==> config.mk <==
export PLATFORM = sky130hd
export DESIGN_NAME = ext_mem_arbiter
export DESIGN_NICKNAME = d
export VERILOG_FILES = /design/src/rtl/ext_mem_arbiter_pkg.sv /design/src/rtl/ext_mem_arbiter_rr_arb.sv /design/src/rtl/ext_mem_arbiter.sv
export SDC_FILE = /design/constraint.sdc
export NUM_CORES = 1
export LEC_CHECK = 0
export CORE_UTILIZATION = 41
export DETAILED_ROUTE_END_ITERATION = 10
export HOLD_SLACK_MARGIN = 0.02
export PLACE_DENSITY_LB_ADDON = 0.12
export SETUP_SLACK_MARGIN = 0.3
export SLEW_MARGIN = 30
export SYNTH_ARGS = -nofsm -noshare
export SYNTH_HDL_FRONTEND = slang
export SYNTH_SLANG_ARGS = --single-unit
==> constraint.sdc <==
create_clock -name clk -period 1.8 [get_ports clk]
set_input_delay 0.18 -clock clk [delete_from_list [all_inputs] [get_ports clk]]
set_output_delay 0.18 -clock clk [all_outputs]
set_load 0.005 [all_outputs]
==> src/rtl/ext_mem_arbiter_pkg.sv <==
`default_nettype none
// ============================================================================
// Module      : ext_mem_arbiter_pkg
// Description : Shared definitions for the external memory arbiter: FSM state
//               encodings, default widths and the read-latency ceiling.
// Revision    : 1.0 - initial release
// ============================================================================
package ext_mem_arbiter_pkg;

  // Default geometry of the external memory
  localparam int unsigned c_DW_DEFAULT = 8;
  localparam int unsigned c_AW_DEFAULT = 11;

  // Largest supported read latency; the wait counter is sized to hold it
  localparam int unsigned c_RD_LAT_MAX = 15;
  localparam int unsigned c_CNT_W      = 4;

  // Controller FSM encoding
  typedef enum logic [1:0] {
    ST_IDLE  = 2'd0,
    ST_ISSUE = 2'd1,
    ST_WAIT  = 2'd2,
    ST_DONE  = 2'd3
  } state_t;

endpackage : ext_mem_arbiter_pkg
`default_nettype wire

==> src/rtl/ext_mem_arbiter_rr_arb.sv <==
`default_nettype none
// ============================================================================
// Module      : ext_mem_rr_arb
// Description : Two-way round-robin grant logic. The pointer remembers the
//               last granted port; on a tie the other port wins. The pointer
//               resets to port 1 so port 0 wins the first tie.
// Revision    : 1.0 - initial release
// ============================================================================
module ext_mem_rr_arb
  import ext_mem_arbiter_pkg::*;
(
  input  logic clk,
  input  logic rst,
  input  logic i_req0,
  input  logic i_req1,
  input  logic i_take,   // a grant is being accepted this cycle
  output logic o_win1    // 1 = port 1 wins, 0 = port 0 wins
);

  logic r_last1;

  // Tie goes to the port that was not granted last; otherwise the lone requester
  always_comb begin
    o_win1 = 1'b0;
    if (i_req0 && i_req1) begin
      o_win1 = ~r_last1;
    end else begin
      o_win1 = i_req1;
    end
  end

  // Remember the most recent winner
  always_ff @(posedge clk) begin
    if (rst) begin
      r_last1 <= 1'b1;
    end else if (i_take) begin
      r_last1 <= o_win1;
    end
  end

endmodule : ext_mem_rr_arb
`default_nettype wire

==> src/rtl/ext_mem_arbiter.sv <==
`default_nettype none
// ============================================================================
// Module      : ext_mem_arbiter
// Description : Two-port request arbiter and sequencer for the external
//               memory. Grants one access at a time, issues a single-cycle
//               mem_en, waits out the fixed read latency and returns a
//               one-cycle ack with read data. All outputs are registered.
//               Build option EXT_MEM_ARB_RR_EN selects round-robin
//               arbitration; without it port 0 has fixed priority.
// Revision    : 1.0 - initial release
// ============================================================================
module ext_mem_arbiter
  import ext_mem_arbiter_pkg::*;
#(
  parameter int unsigned DW     = c_DW_DEFAULT,
  parameter int unsigned AW     = c_AW_DEFAULT,
  parameter int unsigned RD_LAT = 2
) (
  input  logic          clk,
  input  logic          rst,
  input  logic          req0,
  input  logic          req1,
  input  logic          we0,
  input  logic          we1,
  input  logic [AW-1:0] addr0,
  input  logic [AW-1:0] addr1,
  input  logic [DW-1:0] wdata0,
  input  logic [DW-1:0] wdata1,
  output logic          ack0,
  output logic          ack1,
  output logic [DW-1:0] rdata,
  output logic          busy,
  output logic          mem_en,
  output logic          mem_we,
  output logic [AW-1:0] mem_addr,
  output logic [DW-1:0] mem_wdata,
  input  logic [DW-1:0] mem_rdata
);

  localparam logic [c_CNT_W-1:0] c_RD_LAT = RD_LAT[c_CNT_W-1:0];

  state_t               r_state;
  state_t               w_state_nxt;
  logic                 r_win1;
  logic                 r_we;
  logic [c_CNT_W-1:0]   r_cnt;

  logic                 w_win1;
  logic                 w_win1_nxt;
  logic                 w_we_nxt;
  logic [AW-1:0]        w_addr_nxt;
  logic [DW-1:0]        w_wdata_nxt;
  logic [c_CNT_W-1:0]   w_cnt_nxt;
  logic [DW-1:0]        w_rdata_nxt;
  logic                 w_mem_en_nxt;
  logic                 w_mem_we_nxt;
  logic                 w_ack0_nxt;
  logic                 w_ack1_nxt;
  logic                 w_busy_nxt;

`ifdef EXT_MEM_ARB_RR_EN
  logic w_take;

  // A grant is accepted whenever IDLE sees any request
  assign w_take = (r_state == ST_IDLE) && (req0 || req1);

  ext_mem_rr_arb u_rr_arb (
    .clk    (clk),
    .rst    (rst),
    .i_req0 (req0),
    .i_req1 (req1),
    .i_take (w_take),
    .o_win1 (w_win1)
  );
`else
  // Fixed priority: port 1 is granted only when port 0 is not requesting
  assign w_win1 = ~req0;
`endif

  // Next-state and next-output decode; registered outputs are loaded from here
  always_comb begin
    w_state_nxt = r_state;
    w_win1_nxt  = r_win1;
    w_we_nxt    = r_we;
    w_addr_nxt  = mem_addr;
    w_wdata_nxt = mem_wdata;
    w_cnt_nxt   = r_cnt;
    w_rdata_nxt = rdata;
    case (r_state)
      ST_IDLE: begin
        if (req0 || req1) begin
          // mem_addr/mem_wdata double as the request latch
          w_win1_nxt  = w_win1;
          w_we_nxt    = w_win1 ? we1    : we0;
          w_addr_nxt  = w_win1 ? addr1  : addr0;
          w_wdata_nxt = w_win1 ? wdata1 : wdata0;
          w_state_nxt = ST_ISSUE;
        end
      end
      ST_ISSUE: begin
        if (r_we) begin
          w_state_nxt = ST_DONE;
        end else begin
          w_cnt_nxt   = c_RD_LAT;
          w_state_nxt = ST_WAIT;
        end
      end
      ST_WAIT: begin
        w_cnt_nxt = r_cnt - 1'b1;
        // Counter at 1 marks the cycle the memory presents read data
        if (r_cnt <= {{(c_CNT_W-1){1'b0}}, 1'b1}) begin
          w_rdata_nxt = mem_rdata;
          w_state_nxt = ST_DONE;
        end
      end
      ST_DONE: begin
        w_state_nxt = ST_IDLE;
      end
      default: begin
        w_state_nxt = ST_IDLE;
      end
    endcase

    w_mem_en_nxt = (w_state_nxt == ST_ISSUE);
    w_mem_we_nxt = w_mem_en_nxt && w_we_nxt;
    w_ack0_nxt   = (w_state_nxt == ST_DONE) && !w_win1_nxt;
    w_ack1_nxt   = (w_state_nxt == ST_DONE) &&  w_win1_nxt;
    w_busy_nxt   = (w_state_nxt != ST_IDLE);
  end

  // FSM state register
  always_ff @(posedge clk) begin
    if (rst) begin
      r_state <= ST_IDLE;
    end else begin
      r_state <= w_state_nxt;
    end
  end

  // Latches, wait counter and registered outputs
  always_ff @(posedge clk) begin
    if (rst) begin
      r_win1    <= 1'b0;
      r_we      <= 1'b0;
      r_cnt     <= '0;
      ack0      <= 1'b0;
      ack1      <= 1'b0;
      busy      <= 1'b0;
      mem_en    <= 1'b0;
      mem_we    <= 1'b0;
      mem_addr  <= '0;
      mem_wdata <= '0;
      rdata     <= '0;
    end else begin
      r_win1    <= w_win1_nxt;
      r_we      <= w_we_nxt;
      r_cnt     <= w_cnt_nxt;
      ack0      <= w_ack0_nxt;
      ack1      <= w_ack1_nxt;
      busy      <= w_busy_nxt;
      mem_en    <= w_mem_en_nxt;
      mem_we    <= w_mem_we_nxt;
      mem_addr  <= w_addr_nxt;
      mem_wdata <= w_wdata_nxt;
      rdata     <= w_rdata_nxt;
    end
  end

endmodule : ext_mem_arbiter
`default_nettype wire

==> metrics.md <==
| Metric | Value |
|---|---|
| Worst-case clock buffer depth | 2 |
| Normalized max-slew margin | 65.5% |
| Post-Syn Nets | 236 |
| Combinational family with the most area after synthesis | compound AO/OA/AOI/OAI gates |
| Synthesis-stage register bit count | 40 |
| Final worst-path cycle share | 80.9% |
| Clock net sink count | 40 |
| Fraction of synthesized cell area taken by the top area cell type | 44.5% |
| Type of element capturing the critical path | flip-flop |
| Post-Route WL | 4310 microns |
| Average wire per cell in the routed design | 13.6 microns |
| DP Wirelength | 2910 microns |
| # DRC | 0 |
| Cell leakage power | 1.14 nW |
| Class of the tightest hold or removal check | flip-flop to flip-flop |
| Total CTS buffers | 5 |
| IO Port Bufs | 83 |
| PwrDens | 1370 mW/mm^2 |
| Worst slack, placed | 155 ps |
| Final setup violation count | 0 |
| Number of synthesized flops with an enable pin | 0 |
| Gr usage total | 18.5% |
| Die H | 68.3 microns |
| Minimum setup slack in the final design | 343 ps |
| Async set-reset flop share out of synthesis | 0% |
| Placement Rows | 23 |
| Total area of sequential cells | 811 sq um |
| Compound-cell area share of the yosys netlist | 16.0% |
| Adder-cell share of the synthesized area | 4.17% |
| Die span in x | 68.3 microns |
| Insertion delay to the later sink of the worst-skew pair | 290 ps |
| Status | finished clean |
| H-tree lvl count | 2 |
| Slew at the pin with the worst max-slew slack | 512 ps |
| Largest driver fanout on the critical path | 8 |
| Fraction of synthesized area in multiplexers | 15.6% |
| Fin util | 70.4% |
| Top FF cell, synth | sky130_fd_sc_hd__dfxtp_1 |
| Time the worst path needs with I/O delays and setup | 1460 ps |
| Initial core utilization | 43.8% |
| Post-synthesis share of cell area spent on xor and xnor gates | 0% |
| Start-to-end type of the worst setup path | flip-flop to flip-flop |
| CTS clk-pin slew, worst paths | 70 ps |
| Yosys warning total | 0 |
| Post-synthesis cell type count | 31 |
| DRT Pass-1 Iters | 4 |
| Pin count of the biggest net entering global routing | 24 |
| Worst clock skew on the final layout | 2.95 ps |
| Global-route wire length before repair | 6310 microns |
| CTS Root Cell | sky130_fd_sc_hd__clkbuf_8 |
| Count of final hold-check violations | 0 |
| Multi-input gate area | 958 sq um |
| Share of the yosys chip area belonging to registers | 44.5% |
| Vias per inst | 5.01 |
| Maxcap violations | 0 |
| Remaining global-route overflow | 0 |
| Top area cells in the synthesized netlist | sky130_fd_sc_hd__dfxtp_1 (44%), sky130_fd_sc_hd__mux2i_1 (15%), sky130_fd_sc_hd__nor2_1 (7.9%) |
| Avg Synthesized Cell Area | 10.1 sq um |
| Clock tree from TritonCTS | built |
| Setup repair after global routing missed its margin | true |
| Number of diodes added for antenna fixing | 0 |
| IR drop worst, VDD | 668 uV |
| Core area | 0.00412 sq mm |
| Number of nets still failing antenna checks after routing | 0 |
| Post-synthesis instance area | 0.00180 sq mm |
| Number of instances in the synthesized netlist | 178 |
| I/O pins | 84 |
| Endpoint required time on the critical path | 1980 ps |
| FMAX | 687 MHz |
| Arrival time of the worst setup path | 1640 ps |
| Fin nets | 325 |
| Critical Path Start Type | flip-flop |
| First DRT Iteration DRCs | 67 |
| Full die area | 0.00466 sq mm |
| Number of global-route vias before repair | 1368 |
| Synth cell count leaders | sky130_fd_sc_hd__dfxtp_1 (40), sky130_fd_sc_hd__nor2_1 (38), sky130_fd_sc_hd__mux2i_1 (27) |
| Hold slack final | 496 ps |
| Final weighted congestion in routability-driven placement | 0.753 |
| Fin. max-slew vios | 0 |
| Simple-gate share of the synthesized area | 13.7% |
| Synth area leader | sky130_fd_sc_hd__dfxtp_1 |
| Ratio of cells with drive above 1 in the final layout | 18.3% |
| Number of antenna violations at the first check in global routing | 0 |
| PnR Total Power | 3.96 mW |
| Via count | 1593 |
| Synth-to-Final Area Change | 61.0% |
| Most used standard cell by instance count after synthesis | sky130_fd_sc_hd__dfxtp_1 |
| Number of fillers in the final layout | 330 |
| Setup tns final | 0 ps |
==> stage by stage <==
stage	std cells	area, sq um
finish	318	2900
global route	318	2900
CTS	316	2840
detailed placement	307	2670
global placement	307	2670
floorplan	178	1800
==> layout by cell type (no fill, tap or decap), types with 2 or more instances in the layout <==
cell type and count:
sky130_fd_sc_hd__a211oi_1 8, sky130_fd_sc_hd__a211oi_2 11, sky130_fd_sc_hd__a21oi_1 5, sky130_fd_sc_hd__buf_4 7, sky130_fd_sc_hd__clkbuf_8 6, sky130_fd_sc_hd__clkdlybuf4s50_1 83
sky130_fd_sc_hd__clkinv_2 2, sky130_fd_sc_hd__dfxtp_1 36, sky130_fd_sc_hd__dfxtp_2 2, sky130_fd_sc_hd__dfxtp_4 2, sky130_fd_sc_hd__ha_1 3, sky130_fd_sc_hd__ha_4 3
sky130_fd_sc_hd__inv_1 3, sky130_fd_sc_hd__inv_4 2, sky130_fd_sc_hd__mux2i_1 26, sky130_fd_sc_hd__nand2_1 7, sky130_fd_sc_hd__nor2_1 37, sky130_fd_sc_hd__nor3_1 2
sky130_fd_sc_hd__o21ai_0 3
==> flip-flops by register name (all words and copies together), names as in the netlist <==
signal     count
ack0           1
ack1           1
busy           1
mem_addr      11
mem_en         1
mem_wdata      8
mem_we         1
r_cnt          4
r_state        2
r_we           1
r_win1         1
rdata          8
==> final cells by class <==
class	instances	share of cell area, %
timing repair buffer	93	32.7
clock buffer	6	2.85
clock inverter	2	0.345
tap	50	2.16
inverter	6	0.950
multi-input combinational	121	33.1
sequential	40	28.0
==> final timing paths <==
| path | start | end | slack, ps | cells after the start |
|---|---|---|---|---|
| hold reg to reg | rdata[6] | rdata[6] | 500 | 2 |
| setup / recovery | r_cnt[0] | rdata[5] | 340 | 7 |
| hold / removal | rdata[6] | rdata[6] | 500 | 2 |
| setup reg to reg | r_cnt[0] | rdata[5] | 340 | 7 |
==> worst max-delay path, stage by stage, from the launching register on <==
cell	delay (ps)
sky130_fd_sc_hd__dfxtp_4	370
sky130_fd_sc_hd__inv_4	60
sky130_fd_sc_hd__ha_4	130
sky130_fd_sc_hd__nor2_2	50
sky130_fd_sc_hd__nor4b_4	250
sky130_fd_sc_hd__buf_6	200
sky130_fd_sc_hd__mux2i_2	220
sky130_fd_sc_hd__nor2_1	70
==> where the power goes <==
group          switching, mW  internal, mW
clock                  0.301         0.306
sequential             0.188          1.21
combinational          0.819          1.14
total                   1.31          2.65
==> logic make-up after synthesis <==
logic type,after synthesis
mux,28
compound gates,33
buf+inv,17
fa+ha+maj,6
flops,40
simple gates,54
==> timing repair <==
action                     in CTS  in global routing
hold buffers                    0                  0
buffers inserted                0                  2
resized for setup               9                 15
pin swaps                       0                  2
gates cloned                    1                  0
setup endpoints to repair      13                 30
==> routing by layer <==
layer | share of wire (%) | vias to the layer above | wire length [microns] | track usage (%)
li1 | - | 803 | - | -
met1 | 43 | 740 | 1850 | 21.2
met2 | 49 | 44 | 2110 | 32.1
met3 | 7.0 | 6 | 302 | 5.33
met4 | 1.1 | 0 | 46 | 7.03
met5 | 0 | - | 0 | 0
No activity file was read; power rests on OpenSTA's default activity.
